`src/rtl/step_dir_gen_pkg.sv`:
```
// Shared types and defaults for the step/dir pulse generator.
// The timing defaults also feed the bridge driver configuration.
package step_dir_gen_pkg;

    typedef enum logic [2:0] {
        ST_IDLE,
        ST_DIR_SETUP,
        ST_HIGH,
        ST_LOW,
        ST_FINISH
    } state_t;

    localparam int DEF_PULSE_WIDTH = 2;
    localparam int DEF_DIR_SETUP   = 3;
    localparam int DEF_DIR_HOLD    = 2;

    // Shortest legal low phase: long enough for both pulse symmetry and dir hold.
    function automatic int min_low(input int pulse_width, input int dir_hold);
        return (pulse_width > dir_hold) ? pulse_width : dir_hold;
    endfunction

endpackage

```
`src/rtl/step_dir_gen_phase_timer.sv`:
```
// Loadable down-counter timing one phase (setup, high or low).
// expired_o is high during the last cycle of the loaded phase length.
module step_phase_timer #(
    parameter int WIDTH = 25
) (
    input  logic             clk,
    input  logic             reset,
    input  logic             load_i,
    input  logic [WIDTH-1:0] load_value_i,
    output logic             expired_o
);

    logic [WIDTH-1:0] count_q;
    logic [WIDTH-1:0] count_d;

    always_comb begin
        count_d = count_q;
        if (load_i) begin
            count_d = load_value_i;
        end else if (count_q != '0) begin
            count_d = count_q - WIDTH'(1);
        end
    end

    always_ff @(posedge clk) begin
        if (reset) begin
            count_q <= '0;
        end else begin
            count_q <= count_d;
        end
    end

    // Count holds the cycles left in the phase including the current one.
    assign expired_o = (count_q <= WIDTH'(1));

endmodule

```
`src/rtl/step_dir_gen.sv`:
```
// Step/dir pulse generator: turns (dir, steps, period) commands into step
// pulses with guaranteed pulse width, dir setup and dir hold timing.
module step_dir_gen
    import step_dir_gen_pkg::*;
#(
    parameter int COUNT_BITS  = 32,
    parameter int PERIOD_BITS = 24,
    parameter int PULSE_WIDTH = DEF_PULSE_WIDTH,
    parameter int DIR_SETUP   = DEF_DIR_SETUP,
    parameter int DIR_HOLD    = DEF_DIR_HOLD
) (
    input  logic                   clk,
    input  logic                   reset,
    input  logic                   cmd_valid,
    output logic                   cmd_ready,
    input  logic                   cmd_dir,
    input  logic [COUNT_BITS-1:0]  cmd_steps,
    input  logic [PERIOD_BITS-1:0] cmd_period,
    input  logic                   abort,
    output logic                   step,
    output logic                   dir,
    output logic                   busy,
    output logic [COUNT_BITS-1:0]  steps_remaining,
    output logic                   done,
    output logic                   aborted
);

    localparam int MIN_LOW = min_low(PULSE_WIDTH, DIR_HOLD);
    localparam int TW      = PERIOD_BITS + 1;

    state_t                  state_q, state_d;
    logic                    dir_q, dir_d;
    logic                    step_q;
    logic                    done_q;
    logic                    aborted_q;
    logic                    abort_q, abort_d;
    logic [COUNT_BITS-1:0]   remaining_q, remaining_d;
    logic [TW-1:0]           low_len_q, low_len_d;
    logic [TW-1:0]           low_cnt_q, low_cnt_d;
    logic [TW-1:0]           cmd_low;
    logic [TW-1:0]           timer_load_value;
    logic                    timer_load;
    logic                    timer_expired;
    logic                    accept;
    logic                    abort_eff;

    assign accept    = cmd_valid && (state_q == ST_IDLE);
    assign abort_eff = abort_q || (abort && (state_q != ST_IDLE));

    // Low time is max(period - pulse width, MIN_LOW), done one bit wider so
    // short periods cannot wrap.
    always_comb begin
        if ({1'b0, cmd_period} > TW'(PULSE_WIDTH + MIN_LOW)) begin
            cmd_low = {1'b0, cmd_period} - TW'(PULSE_WIDTH);
        end else begin
            cmd_low = TW'(MIN_LOW);
        end
    end

    always_comb begin
        state_d     = state_q;
        dir_d       = dir_q;
        remaining_d = remaining_q;
        low_len_d   = low_len_q;
        case (state_q)
            ST_IDLE: begin
                if (accept) begin
                    low_len_d   = cmd_low;
                    remaining_d = cmd_steps;
                    if (cmd_steps == '0) begin
                        state_d = ST_FINISH;
                    end else if (cmd_dir != dir_q) begin
                        dir_d   = cmd_dir;
                        state_d = ST_DIR_SETUP;
                    end else begin
                        remaining_d = cmd_steps - COUNT_BITS'(1);
                        state_d     = ST_HIGH;
                    end
                end
            end
            ST_DIR_SETUP: begin
                if (abort_eff) begin
                    state_d = ST_FINISH;
                end else if (timer_expired) begin
                    remaining_d = remaining_q - COUNT_BITS'(1);
                    state_d     = ST_HIGH;
                end
            end
            ST_HIGH: begin
                // A started pulse always completes its full width.
                if (timer_expired) begin
                    state_d = ST_LOW;
                end
            end
            ST_LOW: begin
                if (abort_eff && (low_cnt_q >= TW'(MIN_LOW - 1))) begin
                    state_d = ST_FINISH;
                end else if (timer_expired) begin
                    if (remaining_q == '0) begin
                        state_d = ST_FINISH;
                    end else begin
                        remaining_d = remaining_q - COUNT_BITS'(1);
                        state_d     = ST_HIGH;
                    end
                end
            end
            ST_FINISH: begin
                state_d = ST_IDLE;
            end
            default: begin
                state_d = ST_IDLE;
            end
        endcase
    end

    // Every state change starts a new phase, so the timer reloads on it.
    always_comb begin
        timer_load       = (state_d != state_q);
        timer_load_value = '0;
        case (state_d)
            ST_DIR_SETUP: timer_load_value = TW'(DIR_SETUP);
            ST_HIGH:      timer_load_value = TW'(PULSE_WIDTH);
            ST_LOW:       timer_load_value = low_len_q;
            default:      timer_load_value = '0;
        endcase
    end

    // Counts low cycles already spent, saturating once an abort could exit.
    always_comb begin
        low_cnt_d = '0;
        if (state_q == ST_LOW) begin
            low_cnt_d = (low_cnt_q < TW'(MIN_LOW)) ? low_cnt_q + TW'(1) : low_cnt_q;
        end
    end

    always_comb begin
        abort_d = abort_q || abort;
        if (state_q == ST_IDLE || state_q == ST_FINISH) begin
            abort_d = 1'b0;
        end
    end

    step_phase_timer #(
        .WIDTH(TW)
    ) u_timer (
        .clk         (clk),
        .reset       (reset),
        .load_i      (timer_load),
        .load_value_i(timer_load_value),
        .expired_o   (timer_expired)
    );

    always_ff @(posedge clk) begin
        if (reset) begin
            state_q     <= ST_IDLE;
            dir_q       <= 1'b0;
            step_q      <= 1'b0;
            done_q      <= 1'b0;
            aborted_q   <= 1'b0;
            abort_q     <= 1'b0;
            remaining_q <= '0;
            low_len_q   <= '0;
            low_cnt_q   <= '0;
        end else begin
            state_q     <= state_d;
            dir_q       <= dir_d;
            step_q      <= (state_d == ST_HIGH);
            done_q      <= (state_d == ST_FINISH);
            aborted_q   <= (state_d == ST_FINISH) && abort_eff;
            abort_q     <= abort_d;
            remaining_q <= remaining_d;
            low_len_q   <= low_len_d;
            low_cnt_q   <= low_cnt_d;
        end
    end

    assign cmd_ready       = (state_q == ST_IDLE);
    assign busy            = (state_q != ST_IDLE);
    assign step            = step_q;
    assign dir             = dir_q;
    assign done            = done_q;
    assign aborted         = aborted_q;
    assign steps_remaining = remaining_q;

endmodule
```
`config.mk`:
```
export PLATFORM = sky130hd
export DESIGN_NAME = step_dir_gen
export DESIGN_NICKNAME = d
export VERILOG_FILES = /design/src/rtl/step_dir_gen_pkg.sv /design/src/rtl/step_dir_gen_phase_timer.sv /design/src/rtl/step_dir_gen.sv
export SDC_FILE = /design/constraint.sdc
export NUM_CORES = 1
export LEC_CHECK = 0
export CAP_MARGIN = 0
export CORE_ASPECT_RATIO = 1.4
export CORE_UTILIZATION = 41
export DETAILED_ROUTE_END_ITERATION = 6
export GPL_ROUTABILITY_DRIVEN = 0
export GPL_TIMING_DRIVEN = 0
export PLACE_DENSITY = 0.65
export SYNTH_ARGS = -nofsm -noshare
export SYNTH_HDL_FRONTEND = slang
export SYNTH_SLANG_ARGS = --single-unit
```
`constraint.sdc`:
```
create_clock -name clk -period 6.05 [get_ports clk]
set_clock_uncertainty 0.1 [all_clocks]
set_input_delay 1.21 -clock clk [delete_from_list [all_inputs] [get_ports clk]]
set_output_delay 1.21 -clock clk [all_outputs]
set_load 0.02 [all_outputs]
```
* Word-level counts from Yosys, hierarchy flattened
Cells that the tools add are included.
** Word-level totals
- Logic and storage cells :: 79
- Output and inout bits :: 38
- Register bits after elaboration :: 115
** Operators by class
- Magnitude comparators :: 4
- Reductions and logical operators :: 19
- Muxes and demuxes :: 23
- Equal/unequal tests :: 16
- Add/sub/neg operators :: 5
- Bitwise gates (word level) :: 2
** Operator list (count)
- 32-bit two-way mux :: 8
- 32-bit case mux with 3 select lines :: 1
- 25-bit two-way mux :: 3
- 25-bit case mux with 3 select lines :: 1
- 32-bit zero test :: 2
- 32-bit by 1-bit subtractor with 32-bit output, second input constant :: 2
- 25-bit by 1-bit adder with 25-bit output, second input constant :: 1
- 25-bit by 1-bit greater-or-equal comparator with 1-bit output, second input constant :: 1
- 25-bit by 1-bit <= comparator with 1-bit output, second input constant :: 1
- 25-bit by 2-bit less-than comparator with 1-bit output, second input constant :: 1
- 25-bit nonzero test :: 1
- 24-bit by 2-bit subtractor with 25-bit output, second input constant :: 1
- 25-bit by 1-bit subtractor with 25-bit output, second input constant :: 1
- 24-bit by 3-bit greater-than comparator with 1-bit output, second input constant :: 1
- 3-bit two-way mux :: 8
- 3-bit by 2-bit == test with 1-bit output, second input constant :: 4
- 3-bit case mux with 4 select lines :: 1
- 2-bit != test, second input constant :: 5
- 7-bit AND reduction :: 1
- 3-bit by 1-bit == test with 1-bit output, second input constant :: 2
- 3-bit == test, second input constant :: 2
- 3-bit nonzero test :: 2
- 1-bit logical AND :: 4
- 4-bit AND reduction :: 1
- 10 further kinds :: 14

* Logic depth before layout (Yosys ltp)
- Depth in word-level cells :: 9
- Gate-level depth with buffers :: 11
- Gate-level depth less buffers :: 9

* Cells and area by module
From an unflattened synthesis, not the netlist that was laid out.
** Second synthesis, totals
- Cell total of the unflattened synthesis :: 866
- Area total of the unflattened synthesis :: 6850.3 um^2
** Modules (own cells, without submodules)
- step_dir_gen :: area each 5348.9 um^2, times used 1, cells each 693
- step_phase_timer :: area each 1501.4 um^2, times used 1, cells each 173

* Least setup slack after synthesis
No wires, ideal clock.
- Path kind :: input to register
- Start point :: in cmd_steps[9]
- End point :: reg u_timer.count_q[3]
- Data required time :: 5.834 ns
- Buffers on the path :: 0
- Setup time :: 0.116 ns
- Arrival time :: 3.214 ns
- Stages :: 7
- Path slack :: 2.619 ns
- Cells stage by stage :: or4_1 -> nor4bb_1 -> and3_1 -> nor3_1 -> nor4_2 -> nor2_1 -> a41o_1
** Between the ends
- Longest elaborated chain between the ends :: 7
- Elaborated cells on any way between the ends :: 11
** Ends and longest elaborated chain
- from (decl) :: RTL line step_dir_gen.sv:17 : input logic [COUNT_BITS-1:0] cmd_steps,
- 32-bit zero test * :: RTL line step_dir_gen.sv:70 : if (cmd_steps == '0) begin
- 3-bit two-way mux * :: RTL line step_dir_gen.sv:70
- 3-bit two-way mux * :: RTL line step_dir_gen.sv:67 : if (accept) begin
- 3-bit case mux with 4 select lines * :: RTL line step_dir_gen.sv:65 : case (state_q)
- 3-bit by 2-bit == test with 1-bit output / 3-bit by 1-bit == test with 1-bit output (equally long branches) :: RTL line step_dir_gen.sv:120 : case (state_d)
- 25-bit case mux with 3 select lines :: RTL line step_dir_gen.sv:120
- 25-bit two-way mux :: RTL line step_dir_gen_phase_timer.sv:18 : if (load_i) begin
- to (signal assigned) :: RTL line step_dir_gen_phase_timer.sv:29 : count_q <= count_d;
- to (decl) :: RTL line step_dir_gen_phase_timer.sv:13 : logic [WIDTH-1:0] count_q;
Every way passes the cells marked *; elsewhere a longest branch is shown, timed or not.
A chain may end at the register's enable or synchronous reset.

* Final worst setup path
- Start point :: in cmd_steps[9]
- End point :: reg remaining_q[13], in the netlist steps_remaining[13]
** Between the ends
- Longest elaborated chain between the ends :: 5
- Elaborated cells on any way between the ends :: 6
** Ends and longest elaborated chain
- 32-bit by 1-bit subtractor with 32-bit output :: RTL line step_dir_gen.sv:76 : remaining_d = cmd_steps - COUNT_BITS'(1);
- 32-bit two-way mux :: RTL line step_dir_gen.sv:72 : end else if (cmd_dir != dir_q) begin
- 32-bit two-way mux * :: RTL line step_dir_gen.sv:70
- 32-bit two-way mux * :: RTL line step_dir_gen.sv:67
- 32-bit case mux with 3 select lines * :: RTL line step_dir_gen.sv:65
- to (signal assigned) :: RTL line step_dir_gen.sv:171 : remaining_q <= remaining_d;
- to (decl) :: RTL line step_dir_gen.sv:37 : logic [COUNT_BITS-1:0] remaining_q, remaining_d;
Every way passes the cells marked *; elsewhere a longest branch is shown, timed or not. The select of a mux whose other input is x is not followed.

==> results.yml <==
run_status:
  status: "finished clean"
timing:
  setup_viol: 0
  rsz0062_at_grt: "false"
  worst_hold_slack_ns: 0.349
  fin_tns_setup_ns: 0
  clock.fmax_ghz: 0.247
  period_needed_ns: 4.04
  slew-limit-headroom_pct: 34.0
  maxSlewViolCount: 0
  tightest_slew_ns: 0.981
  fin_crit_sh_pct: 66.9
  finalHoldViolCount: 0
logic_synthesis:
  synth_nets: 902
  synth_top_family_by_area: "simple AND/OR/NAND/NOR gates"
  synth-compound-area-share_pct: 19.9
  ys_seq_area_share_pct: 35.0
  yosysUniqueCellTypes: 69
  synth_flop_cell: "dfxtp_1"
  synth_area_mm2: 0.00657
  synth_adder_area_share_pct: 1.71
  synth_warnings: 0
  async_flop_share_pct: 0
  synth.ff_latch_count: 115
  muxShareOfSynthArea_pct: 0.152
  synth-xor-area-share_pct: 9.46
  syn_inst: 832
  synth-edff-count: 0
  syn_area_per_cell_um2: 7.90
  synth-simple-area-share_pct: 29.7
detailed_routing:
  wire_per_inst_um: 18.1
  num_vias: 6742
  drt_iter0_markers: 499
  ant_nets: 0
  routed_wl_mm: 21.0
  drc: 0
  via_per_inst: 5.82
  dr.pass1.iters: 5
hold_path:
  min-delay-start: "low_len_q[23]"
  min_to: "low_len_q[23]"
  min_delay_path_depth: 2
  min_path_type: "register to register"
power_and_ir_drop:
  power_switching_mw: 1.92
  clockPowerShare_pct: 23.8
  power_density_mw_per_mm2: 523
  p_seq_share_pct: 25.3
  intPower_mw: 2.47
  p_leak_nw: 2.99
  worst_ir_drop_vdd_mv: 0.247
  comb_power_share_pct: 50.9
  swShare_pct: 43.8
  fin_total_pwr_mw: 4.40
clock_tree:
  clkTransAtPathRegs_ns: 0.06
  clock_tree.buffer_depth: 2
  postCtsHoldBufs: 0
  post_cts_buffers: 0
  insertion_delay_ns: 0.42
  cts_buffers: 17
  htree_levels: 4
  clock-root-buffer: "clkbuf_16"
  tritoncts: "built"
  cts_resized: 0
  clock_sinks: 115
setup_path:
  crit_required_ns: 6.24
  regToRegSetupSlack_ns: 2.28
  path_max_fanout: 10
  crit_type: "input port to register"
  endpoint_kind: "register"
  reg2reg_to: "steps_remaining[4]"
  arrival_ns: 4.24
  r2r_start: "steps_remaining[4]"
  reg2reg_depth: 8
  startpoint_type: "input port"
floorplanning:
  die_h_um: 152
  dieArea_mm2: 0.0165
  core_area_mm2: 0.0156
  die_w_um: 109
  rows: 54
  start_util_pct: 42.1
  io_pins: 99
grt:
  grt_start_max_net_pins: 17
  grt_pass1_wl_mm: 32.9
  antenna_found_initial: 0
  overflow: 0
  grt.total_usage_pct: 26.4
  grt_pass1_vias: 6358
final_layout:
  drive_above_1_share_pct: 5.41
  syn_to_final_growth_pct: 28.0
  diodes: 0
  nFillCells: 1506
  layout.nets: 1019
placement:
  portBuffers: 98
  dp_hpwl_mm: 15.6
run:
  drv_cap: 0
-- cell families (layout without fill, tap and decap cells) --
kind of cell               count (synthesis)  count (layout)
AOI/OAI and AO/OA                        195             195
xor gates and xnor gates                  71              71
adders and majority gates                  9               9
buffers and inverters                     67             197
DFF                                      115             115
muxes                                      1               1
and+or+nand+nor                          374             374
-- placed cells by master (no fill, tap or decap), types with 26 or more instances in the layout --
cell type	n
a22oi_1	26
nor3_1	34
and2_1	29
xnor2_1	43
nand3_1	26
nor2_1	103
xor2_1	28
nor4_1	38
clkdlybuf4s50_1	98
a21oi_1	46
clkbuf_1	45
nand2_1	61
dfxtp_1	115
o21ai_0	42
-- per-stage QoR --
stage | area (µm²) | instances | utilization [%] | setup slack [ns]
floorplan | 6570 | 832 | - | 2.62
global placement | 7800 | 1126 | 50.0 | 1.61
detailed placement | 7800 | 1126 | 50.0 | 1.62
CTS | 8410 | 1158 | 53.9 | 2.04
global route | 8410 | 1158 | 53.9 | 1.81
finish | 8410 | 1158 | 53.9 | 2.01
-- power groups by stage --
stage / logic (mW) / registers, mW / clock network (mW)
after floorplan: 1.48 / 1.15 / 0
after global placement: 2.18 / 1.12 / 0
after detailed placement: 2.19 / 1.12 / 0
after CTS: 2.21 / 1.11 / 1.05
after global routing: 2.44 / 1.13 / 1.09
final: 2.24 / 1.11 / 1.05
-- synthesized netlist by cell type (5+ instances only) --
master / number / area, µm²
a32oi_1: 8 / 70.1
o21ai_0: 42 / 210
nor4_1: 38 / 238
or2_2: 5 / 31.3
xor2_1: 28 / 245
dfxtp_1: 115 / 2300
o31ai_1: 7 / 52.6
or4_1: 10 / 75.1
nand2_1: 61 / 229
nand4_1: 12 / 75.1
and3_1: 7 / 43.8
o21ai_1: 6 / 30.0
nor3_1: 34 / 170
nor2_1: 103 / 387
ha_1: 9 / 113
buf_2: 5 / 25.0
a21oi_1: 46 / 230
xnor2_1: 43 / 377
clkbuf_1: 44 / 165
a211oi_1: 7 / 52.6
nand3b_1: 5 / 37.5
inv_1: 15 / 56.3
a22oi_1: 26 / 195
o211ai_1: 14 / 105
and2_1: 29 / 181
or3_1: 12 / 75.1
nand3_1: 26 / 130
-- layout make-up --
class                           count  area [µm²]  share of cell area (%)
Multi-Input combinational cell    650        4010                    47.6
Sequential cell                   115        2300                    27.4
Timing Repair Buffer               98         981                    11.7
Clock buffer                       20         457                    5.43
Tap cell                          196         245                    2.92
Buffer                             52         205                    2.44
Clock inverter                     12         156                    1.86
Inverter                           15        56.3                   0.670
-- sequential cells by signal, indices dropped and copies added (netlist names) --
name / flops
abort_q: 1
state_q: 3
aborted: 1
low_len_q: 25
steps_remaining: 32
low_cnt_q: 25
u_timer.count_q: 25
done: 1
dir: 1
step: 1
-- layer usage --
layer	vias up	track usage (%)	wire length, µm
li1	3283	-	-
met4	0	15.1	969
met2	260	45.8	10400
met5	-	0	0
met1	3145	30.0	8350
met3	54	4.75	1250
-- worst max-delay path by stage --
stage,to,start,slack (ns),depth (start not counted)
after CTS,steps_remaining[13],cmd_steps[9],2.04,9
final,steps_remaining[13],cmd_steps[9],2.01,9
after global routing,steps_remaining[13],cmd_steps[26],1.81,9
after detailed placement,steps_remaining[13],cmd_steps[9],1.62,9
after global placement,steps_remaining[13],cmd_steps[9],1.61,9
after floorplan,u_timer.count_q[3],cmd_steps[9],2.62,7
-- worst max-delay path, stage by stage --
cell and delay (ns):
clkdlybuf4s50_1 0.50, or4_1 0.62, nor4bb_1 0.49, and3_1 0.37
buf_2 0.30, nor4_1 0.10, xor2_1 0.20, a221oi_1 0.38
nor2_1 0.06
Note: power is estimated with default switching activity, not from simulation.
